==> config.mk <==
export PLATFORM = sky130hd
export DESIGN_NAME = hex_display_sequencer
export DESIGN_NICKNAME = d
export VERILOG_FILES = /design/src/rtl/hex_display_sequencer.sv
export SDC_FILE = /design/constraint.sdc
export NUM_CORES = 1
export LEC_CHECK = 0
export ABC_AREA = 0
export CAP_MARGIN = 20
export CORE_MARGIN = 3
export CORE_UTILIZATION = 35
export CTS_BUF_LIST = sky130_fd_sc_hd__clkbuf_16
export DETAILED_ROUTE_END_ITERATION = 6
export SLEW_MARGIN = 20
export SYNTH_ARGS = -nofsm -noshare
export SYNTH_HDL_FRONTEND = slang
export SYNTH_SLANG_ARGS = --single-unit
==> constraint.sdc <==
create_clock -name clk -period 6.2 [get_ports clk]
set_input_delay 1.24 -clock clk [delete_from_list [all_inputs] [get_ports clk]]
set_output_delay 1.24 -clock clk [all_outputs]
set_load 0.03 [all_outputs]
==> src/rtl/hex_display_sequencer.sv <==
// Stepping 8-bit counter shown on two 7-segment digits via one time-shared decoder.
// Optional build macro HEX_LEADING_ZERO_BLANK_EN suppresses a zero high digit.
module hex_display_sequencer #(
   parameter int TICK_DIV  = 50_000_000,
   parameter int BLINK_DIV = 25_000_000
) (
   input  logic       clk,
   input  logic       rst,
   input  logic       run,
   input  logic       up,
   input  logic       load_valid,
   input  logic [7:0] load_data,
   output logic       load_ready,
   input  logic       blink_en,
   output logic [7:0] count,
   output logic       tick,
   output logic [6:0] HEX0,
   output logic [6:0] HEX1
);

   localparam int PW = $clog2(TICK_DIV);
   localparam int BW = $clog2(BLINK_DIV);
   localparam logic [PW-1:0] PRE_MAX   = PW'(TICK_DIV - 1);
   localparam logic [BW-1:0] BLINK_MAX = BW'(BLINK_DIV - 1);
   localparam logic [6:0]    SEG_OFF   = 7'h7F;
   localparam logic [6:0]    SEG_ZERO  = 7'h40;
`ifdef HEX_LEADING_ZERO_BLANK_EN
   localparam logic [6:0]    HEX1_RST  = SEG_OFF;
`else
   localparam logic [6:0]    HEX1_RST  = SEG_ZERO;
`endif

   typedef enum logic {
      SCAN_LO = 1'b0,
      SCAN_HI = 1'b1
   } scan_t;

   logic [PW-1:0] presc;
   logic [BW-1:0] blink_cnt;
   logic          blink_on;
   logic          blank;
   scan_t         scan_sel;
   logic [3:0]    nib;
   logic [6:0]    seg;

   // Active-low g..a segment patterns
   function automatic logic [6:0] decode_seg(input logic [3:0] n);
      logic [6:0] s;
      case (n)
         4'h0: s = 7'h40;
         4'h1: s = 7'h79;
         4'h2: s = 7'h24;
         4'h3: s = 7'h30;
         4'h4: s = 7'h19;
         4'h5: s = 7'h12;
         4'h6: s = 7'h02;
         4'h7: s = 7'h78;
         4'h8: s = 7'h00;
         4'h9: s = 7'h10;
         4'hA: s = 7'h08;
         4'hB: s = 7'h03;
         4'hC: s = 7'h46;
         4'hD: s = 7'h21;
         4'hE: s = 7'h06;
         default: s = 7'h0E;
      endcase
      return s;
   endfunction

   // Counter, prescaler and load handshake; a load overrides a coincident step
   always_ff @(posedge clk) begin
      if (rst) begin
         presc      <= '0;
         count      <= 8'h00;
         tick       <= 1'b0;
         load_ready <= 1'b0;
      end else begin
         load_ready <= 1'b1;
         tick       <= 1'b0;
         if (load_valid && load_ready) begin
            count <= load_data;
            presc <= '0;
         end else if (!run) begin
            presc <= '0;
         end else if (presc == PRE_MAX) begin
            presc <= '0;
            count <= up ? count + 8'd1 : count - 8'd1;
            tick  <= 1'b1;
         end else begin
            presc <= presc + 1'b1;
         end
      end
   end

   // Free-running blink phase, independent of run
   always_ff @(posedge clk) begin
      if (rst) begin
         blink_cnt <= '0;
         blink_on  <= 1'b1;
      end else if (blink_cnt == BLINK_MAX) begin
         blink_cnt <= '0;
         blink_on  <= ~blink_on;
      end else begin
         blink_cnt <= blink_cnt + 1'b1;
      end
   end

   assign blank = blink_en && !blink_on;

   always_comb begin
      nib = count[3:0];
      if (scan_sel == SCAN_HI) nib = count[7:4];
   end

   assign seg = decode_seg(nib);

   // Scan scheduler: the single decoder serves HEX0 then HEX1 on alternate cycles
   always_ff @(posedge clk) begin
      if (rst) begin
         scan_sel <= SCAN_LO;
         HEX0     <= SEG_ZERO;
         HEX1     <= HEX1_RST;
      end else begin
         case (scan_sel)
            SCAN_LO: begin
               HEX0     <= blank ? SEG_OFF : seg;
               scan_sel <= SCAN_HI;
            end
            default: begin
`ifdef HEX_LEADING_ZERO_BLANK_EN
               HEX1     <= (blank || count[7:4] == 4'h0) ? SEG_OFF : seg;
`else
               HEX1     <= blank ? SEG_OFF : seg;
`endif
               scan_sel <= SCAN_LO;
            end
         endcase
      end
   end

endmodule

==> qor.txt, run 1 <==
CTS buffer count -> 9
Total placed cells including tap cells -> 603
DIE AREA -> 12240 um2
Slowest stage delay, CP -> 0.51 ns
# DRC -> 0
Worst r2r src -> blink_cnt[0]$_SDFF_PP0_
Cell count after synthesis -> 443
Setup violators final -> 0
Final GP Congestion -> 0.7855
Largest net degree at the start of global routing -> 27
Routed Wire Length -> 8163 um
Worst reg2reg path endpoint -> blink_cnt[21]$_SDFF_PP0_
Hold bufs inserted after CTS -> 0
Synthesized net count -> 472
Avg WL per Cell -> 13.19 um
Final period utilization -> 55.61%
Slew @ Worst Pin -> 0.9678 ns
Total grt overflow -> 0
Final core occ -> 44.11%
First-pass GRT wire length -> 14470 um
Slew headroom -> 35.48%
Peak Freq -> 290.1 MHz
PortBufs -> 37
Reg2Reg Depth -> 6
Clock-pin slew on the worst setup and hold paths -> 0.06 ns
Most frequent cells in the layout -> nor2_1, dfxtp_1, xnor2_1
# diodes -> 0
Commonest non-fill, non-tap cell in the layout -> nor2_1
Setup CP Type -> input pin to flop
Post-CTS setup buffer count -> 0
Worst Skew -> 0.006576 ns
Critical path startpoint -> up
Width of the die -> 110.6 um
Adder-cell share of the synthesized area -> 5.093%
Synth area leaders -> dfxtp_1, xnor2_1, nor2_1
R2R setup slack -> 3.67 ns
Synth Register Bits -> 77
Async SR Flop Fraction -> 0%
Yosys top cell area share -> 40.22%
Routed via count -> 3107
Post-synth EDFFs -> 0
Core Rows -> 37
Max-slew violation count -> 0
Leakage power -> 0.001631 uW
Cell Count, Final, Fillers Out -> 619
Initial Util -> 36.47%
Synth unique cells -> 50
Synth warnings -> 0
Post-Syn Area -> 3832 um2
Cell taking the most area after synthesis -> dfxtp_1
Worst setup SP type -> input pin
Register area share after synthesis -> 40.22%
ANT nets after route -> 0
Drt pass-1 iters -> 4
Ys flop type -> dfxtp_1
Ports -> 38
Min-delay src -> HEX0[0]$_SDFFE_PP0N_
Fin. Hold Viols -> 0
GRT Util Overall -> 13.88%
Max VDD drop -> 145.6 uV
Simple-Gate Fraction of Synth Area -> 26.54%
Mean post-synth cell area -> 8.651 um2
Die Ht -> 110.6 um
Xor/xnor share of the synthesized area -> 12.57%
Area growth syn-to-layout -> 20.96%
Outcome -> finished clean
Clock sink count -> 77
Critical Path AT -> 3.64 ns
Fraction of layout cells with a size suffix above 1 -> 5.797%
Peak fanout along the critical path -> 7
Nets -> 507
DP HPWL -> 5785 um
Post-synthesis mux area share -> 3.689%
Crit path to -> count[6]$_SDFFE_PP0P_
Pwr Density -> 261.5 nW/um2
Complex-gate fraction of the synthesized area -> 8.423%
Vias in the first global route -> 3074
Worst Setup End Kind -> flop
Vias per cell -> 5.019
Gates resized, CTS repair -> 0
Max Buffers Root-to-Sink -> 2
Max-cap violation count -> 0
H-tree depth -> 3
Crit-path cells -> clkdlybuf4s50_1 -> inv_1 -> fa_1 -> a211oi_1 -> nor4b_1 -> or4_1 -> mux2i_1 -> a21oi_1
RSZ-0062 raised after global routing -> false
DRT iter0 DRCs -> 186
Core box area -> 10510 um2
Slowest stage cell on the critical path -> or4_1
CTS tree -> done
Worst Path Required -> 6.40 ns
Hold WC Path Type -> flop to flop
Largest family of logic cells by synthesized area -> simple AND/OR/NAND/NOR gates
Setup_tns -> 0 ns
Antenna violations before repair -> 0
Tmin final -> 3.448 ns
Clk_lat worst skew -> 0.33 ns
CTS root buffer -> clkbuf_16
per-stage QoR:
stage	worst slack (ns)	total power (uW)	hold WS (ns)	cell area [um2]
after floorplan	3.122	619.3	0.4261	3832
after global placement	2.477	664.3	0.4423	4319
after detailed placement	2.413	666.3	0.4631	4319
after CTS	2.759	1222	0.4730	4636
after global routing	2.547	1261	0.4924	4636
final	2.752	1212	0.4675	4636
kinds of logic (layout without fill, tap and decap cells):
family                     after synthesis  after routing
buffers and inverters                   31             71
muxes                                   14             14
and+or+nand+nor                        204            204
DFF                                     77             77
xor gates and xnor gates                55             55
adders and majority gates               15             15
AOI/OAI and AO/OA                       47             47
worst min-delay path by stage:
stage	depth (start not counted)	slack [ns]	to
2_1_floorplan	1	0.43	presc[0]$_SDFF_PP0_
3_3_place_gp	1	0.44	presc[0]$_SDFF_PP0_
3_5_place_dp	2	0.46	HEX0[5]$_SDFFE_PP0N_
4_1_cts	2	0.47	HEX0[5]$_SDFFE_PP0N_
5_1_grt	2	0.49	HEX0[5]$_SDFFE_PP0N_
6_report	2	0.47	HEX0[0]$_SDFFE_PP0N_
flip-flops by register name, summed over array words and instances, names as in the netlist:
name        cells
presc          26
blink_cnt      25
count           8
HEX0            7
HEX1            7
blink_on        1
load_ready      1
scan_sel        1
tick            1
where the power goes:
group	leakage [uW]	total, uW	switching, uW	internal [uW]
sequential	0.000625	519	10.9	508
clock	0.000161	557	206	351
combinational	0.000845	136	77.7	58.5
synthesized netlist by cell type, drive strengths merged (3+ instances only):
| master | n |
|---|---|
| and4 | 6 |
| nor3 | 11 |
| ha | 14 |
| a211oi | 7 |
| xor2 | 16 |
| nor4 | 14 |
| and3 | 8 |
| o21ai | 8 |
| nand3 | 21 |
| or2 | 3 |
| nand4 | 10 |
| a21oi | 9 |
| buf | 9 |
| dfxtp | 77 |
| nor2b | 4 |
| a31oi | 8 |
| nand2 | 34 |
| xnor2 | 39 |
| nor2 | 79 |
| mux2i | 13 |
| clkbuf | 7 |
| inv | 14 |
worst max-delay path: cells and delay by family:
kind	cells	cell delay (ns)
muxes	1	0.14
AOI/OAI and AO/OA	2	0.51
adders and majority gates	1	0.48
and+or+nand+nor	2	0.63
buffers and inverters	2	0.65
layer usage:
metal | global-route usage [%] | wire length, um | part of all wire (%) | vias to the layer above
li1 | - | - | - | 1608
met1 | 17.92 | 4006 | 49 | 1438
met2 | 23.02 | 3776 | 46 | 52
met3 | 3.397 | 275 | 3.4 | 9
met4 | 3.941 | 105 | 1.3 | 0
met5 | 0 | 0 | 0 | -
cell type report:
cell class	instances	area [um2]
Clock buffer	9	225.2
Timing Repair Buffer	40	392.9
Tap cell	136	170.2
Multi-Input combinational cell	335	2158
Sequential cell	77	1541
Clock inverter	7	91.34
Inverter	15	56.30
Fill cell	1005	5873
(Power assumes the default switching activity.)
==> run 2: changes to the inputs <==
clock period = 3.16 ns   (was 6.2 ns; I/O delays follow)
==> qor.txt, run 2 (same netlist as run 1, synthesis figures left out) <==
Outcome -> finished clean
Antenna violations before repair -> 0 (unchanged)
Largest net degree at the start of global routing -> 27 (unchanged)
Layer with the highest usage -> met2
Width of the die -> 110.6 um (unchanged)
# DRC -> 0 (unchanged)
Largest register FFs -> 26 (unchanged)
Clk_lat worst skew -> 0.33 ns (about the same)
Hold WC Path Type -> flop to flop
Fin. Hold Viols -> 0 (unchanged)
Gates resized, CTS repair -> 0 (unchanged)
Post-CTS setup buffer count -> 0 (unchanged)
Routed via count -> 3140 (+1.1%)
Setup violators final -> 0 (unchanged)
Tmin final -> 2.678 ns
Total placed cells including tap cells -> 607 (+0.66%)
Leakage power -> 0.001638 uW (+0.42%)
Hold bufs inserted after CTS -> 0 (unchanged)
Avg WL per Cell -> 12.92 um (-2.0%)
RSZ-0062 raised after global routing -> false
Most frequent cells in the layout -> nor2_1, dfxtp_1, xnor2_1
Drt pass-1 iters -> 5 (+1)
Core Rows -> 37 (unchanged)
Setup CP Type -> input pin to flop
Worst Skew -> 0.007496 ns (+0.0009206 ns)
Peak fanout along the critical path -> 7 (unchanged)
CTS root buffer -> clkbuf_16
Final GP Congestion -> 0.8245 (+5.0%)
Core box area -> 10510 um2 (unchanged)
Setup_tns -> 0 ns (unchanged)
Ports -> 38 (unchanged)
First-pass GRT wire length -> 14430 um (-0.29%)
Worst setup SP type -> input pin
Final period utilization -> 84.74%
Total grt overflow -> 0 (unchanged)
GRT Util Overall -> 13.98% (+0.096 points)
Routed Wire Length -> 8051 um (-1.4%)
Clock-pin slew on the worst setup and hold paths -> 0.06 ns (about the same)
Slew headroom -> 35.43% (-0.058 points)
Cell Count, Final, Fillers Out -> 623 (+0.65%)
ANT nets after route -> 0 (unchanged)
Nets -> 511 (+0.79%)
# diodes -> 0 (unchanged)
Vias per cell -> 5.040 (+0.41%)
Max Buffers Root-to-Sink -> 2 (unchanged)
Max VDD drop -> 233.6 uV (+60%)
Fraction of layout cells with a size suffix above 1 -> 6.571% (+0.77 points)
Peak Freq -> 373.5 MHz
Grt met2 use -> 22.21% (-0.81 points)
Critical Path AT -> 2.90 ns (-0.74 ns)
R2R setup slack -> 0.77 ns (-2.90 ns)
Max-slew violation count -> 0 (unchanged)
Max-cap violation count -> 0 (unchanged)
Worst Path Required -> 3.38 ns (-3.02 ns)
DP HPWL -> 5834 um (+0.84%)
Final core occ -> 44.40% (+0.29 points)
Area growth syn-to-layout -> 21.74%
Fin area -> 4666 um2 (+0.65%)
Area post-placement -> 4349 um2 (+0.70%)
H-tree depth -> 3 (unchanged)
Met1 usage -> 18.18% (+0.26 points)
Pwr Density -> 509.9 nW/um2 (+95%)
Worst Setup End Kind -> flop
Top Registers -> presc (26), blink_cnt (25), count (8)
Slew @ Worst Pin -> 0.9686 ns (+0.0008644 ns)
GR Util met3 -> 2.904% (-0.49 points)
Clock sink count -> 77 (unchanged)
CTS buffer count -> 9 (unchanged)
Pre-CTS setup slack -> 0.1434 ns (-2.270 ns)
CTS tree -> done
DRT iter0 DRCs -> 139 (-25%)
Biggest register -> presc
Commonest non-fill, non-tap cell in the layout -> nor2_1
PortBufs -> 37 (unchanged)
Post-route worst setup slack -> 0.4823 ns (-2.270 ns)
DIE AREA -> 12240 um2 (unchanged)
Vias in the first global route -> 3057 (-0.55%)
Die Ht -> 110.6 um (unchanged)
Initial Util -> 36.47% (unchanged)
==> run 2: changes by cell type in the layout (fill, tap and decap cells not counted) <==
| cell | before | now |
|---|---|---|
| buf_4 | 3 | 7 |
| clkinvlp_4 | 0 | 3 |
| clkinv_4 | 2 | 0 |
| clkinv_2 | 2 | 1 |
==> run 2: layer usage <==
layer  vias to the layer above  routed length [um]
li1                       1617                   -
met2                        45                3589
met3                        15                 276
met1                      1463                4015
met5                         -                   0
met4                         0                 170
==> run 2: worst paths after layout <==
path	from	end	depth (start not counted)
worst max-delay path	up	count[6]$_SDFFE_PP0P_	8
worst min-delay path	HEX0[4]$_SDFFE_PP0N_	HEX0[4]$_SDFFE_PP0N_	2
worst max register to register	presc[16]$_SDFF_PP0_	presc[2]$_SDFF_PP0_	5
worst min register to register	HEX0[4]$_SDFFE_PP0N_	HEX0[4]$_SDFFE_PP0N_	2
==> run 2: cell type report <==
cell class                      instances  area (um2)
Multi-Input combinational cell        335        2158
Clock buffer                            9       225.2
Clock inverter                          7       91.34
Tap cell                              136       170.2
Inverter                               15       56.30
Sequential cell                        77        1541
Fill cell                            1026        5843
Timing Repair Buffer                   44       422.9
==> run 2: where the power goes <==
| part | leakage (uW) | internal, uW | total [uW] | switching, uW |
|---|---|---|---|---|
| Clock | 0.000149 | 687 | 1090 | 401 |
| Combinational | 0.000864 | 119 | 272 | 153 |
| Sequential | 0.000625 | 997 | 1020 | 22.7 |
| Total | 0.00164 | 1800 | 2380 | 577 |
==> run 2: per-stage QoR <==
step	hold slack, ns	total power (uW)
2_1_floorplan	0.4261	1215
3_5_place_dp	0.4579	1314
5_1_grt	0.4855	2474
3_3_place_gp	0.4423	1310
6_report	0.4639	2379
4_1_cts	0.4680	2408
==> run 2: critical path, cell delays in order <==
cell and delay (ns):
clkdlybuf4s50_1 0.49, inv_1 0.16, fa_1 0.49, a211oi_1 0.31
nor4b_1 0.10, or4_1 0.50, mux2i_1 0.14, a21oi_1 0.08
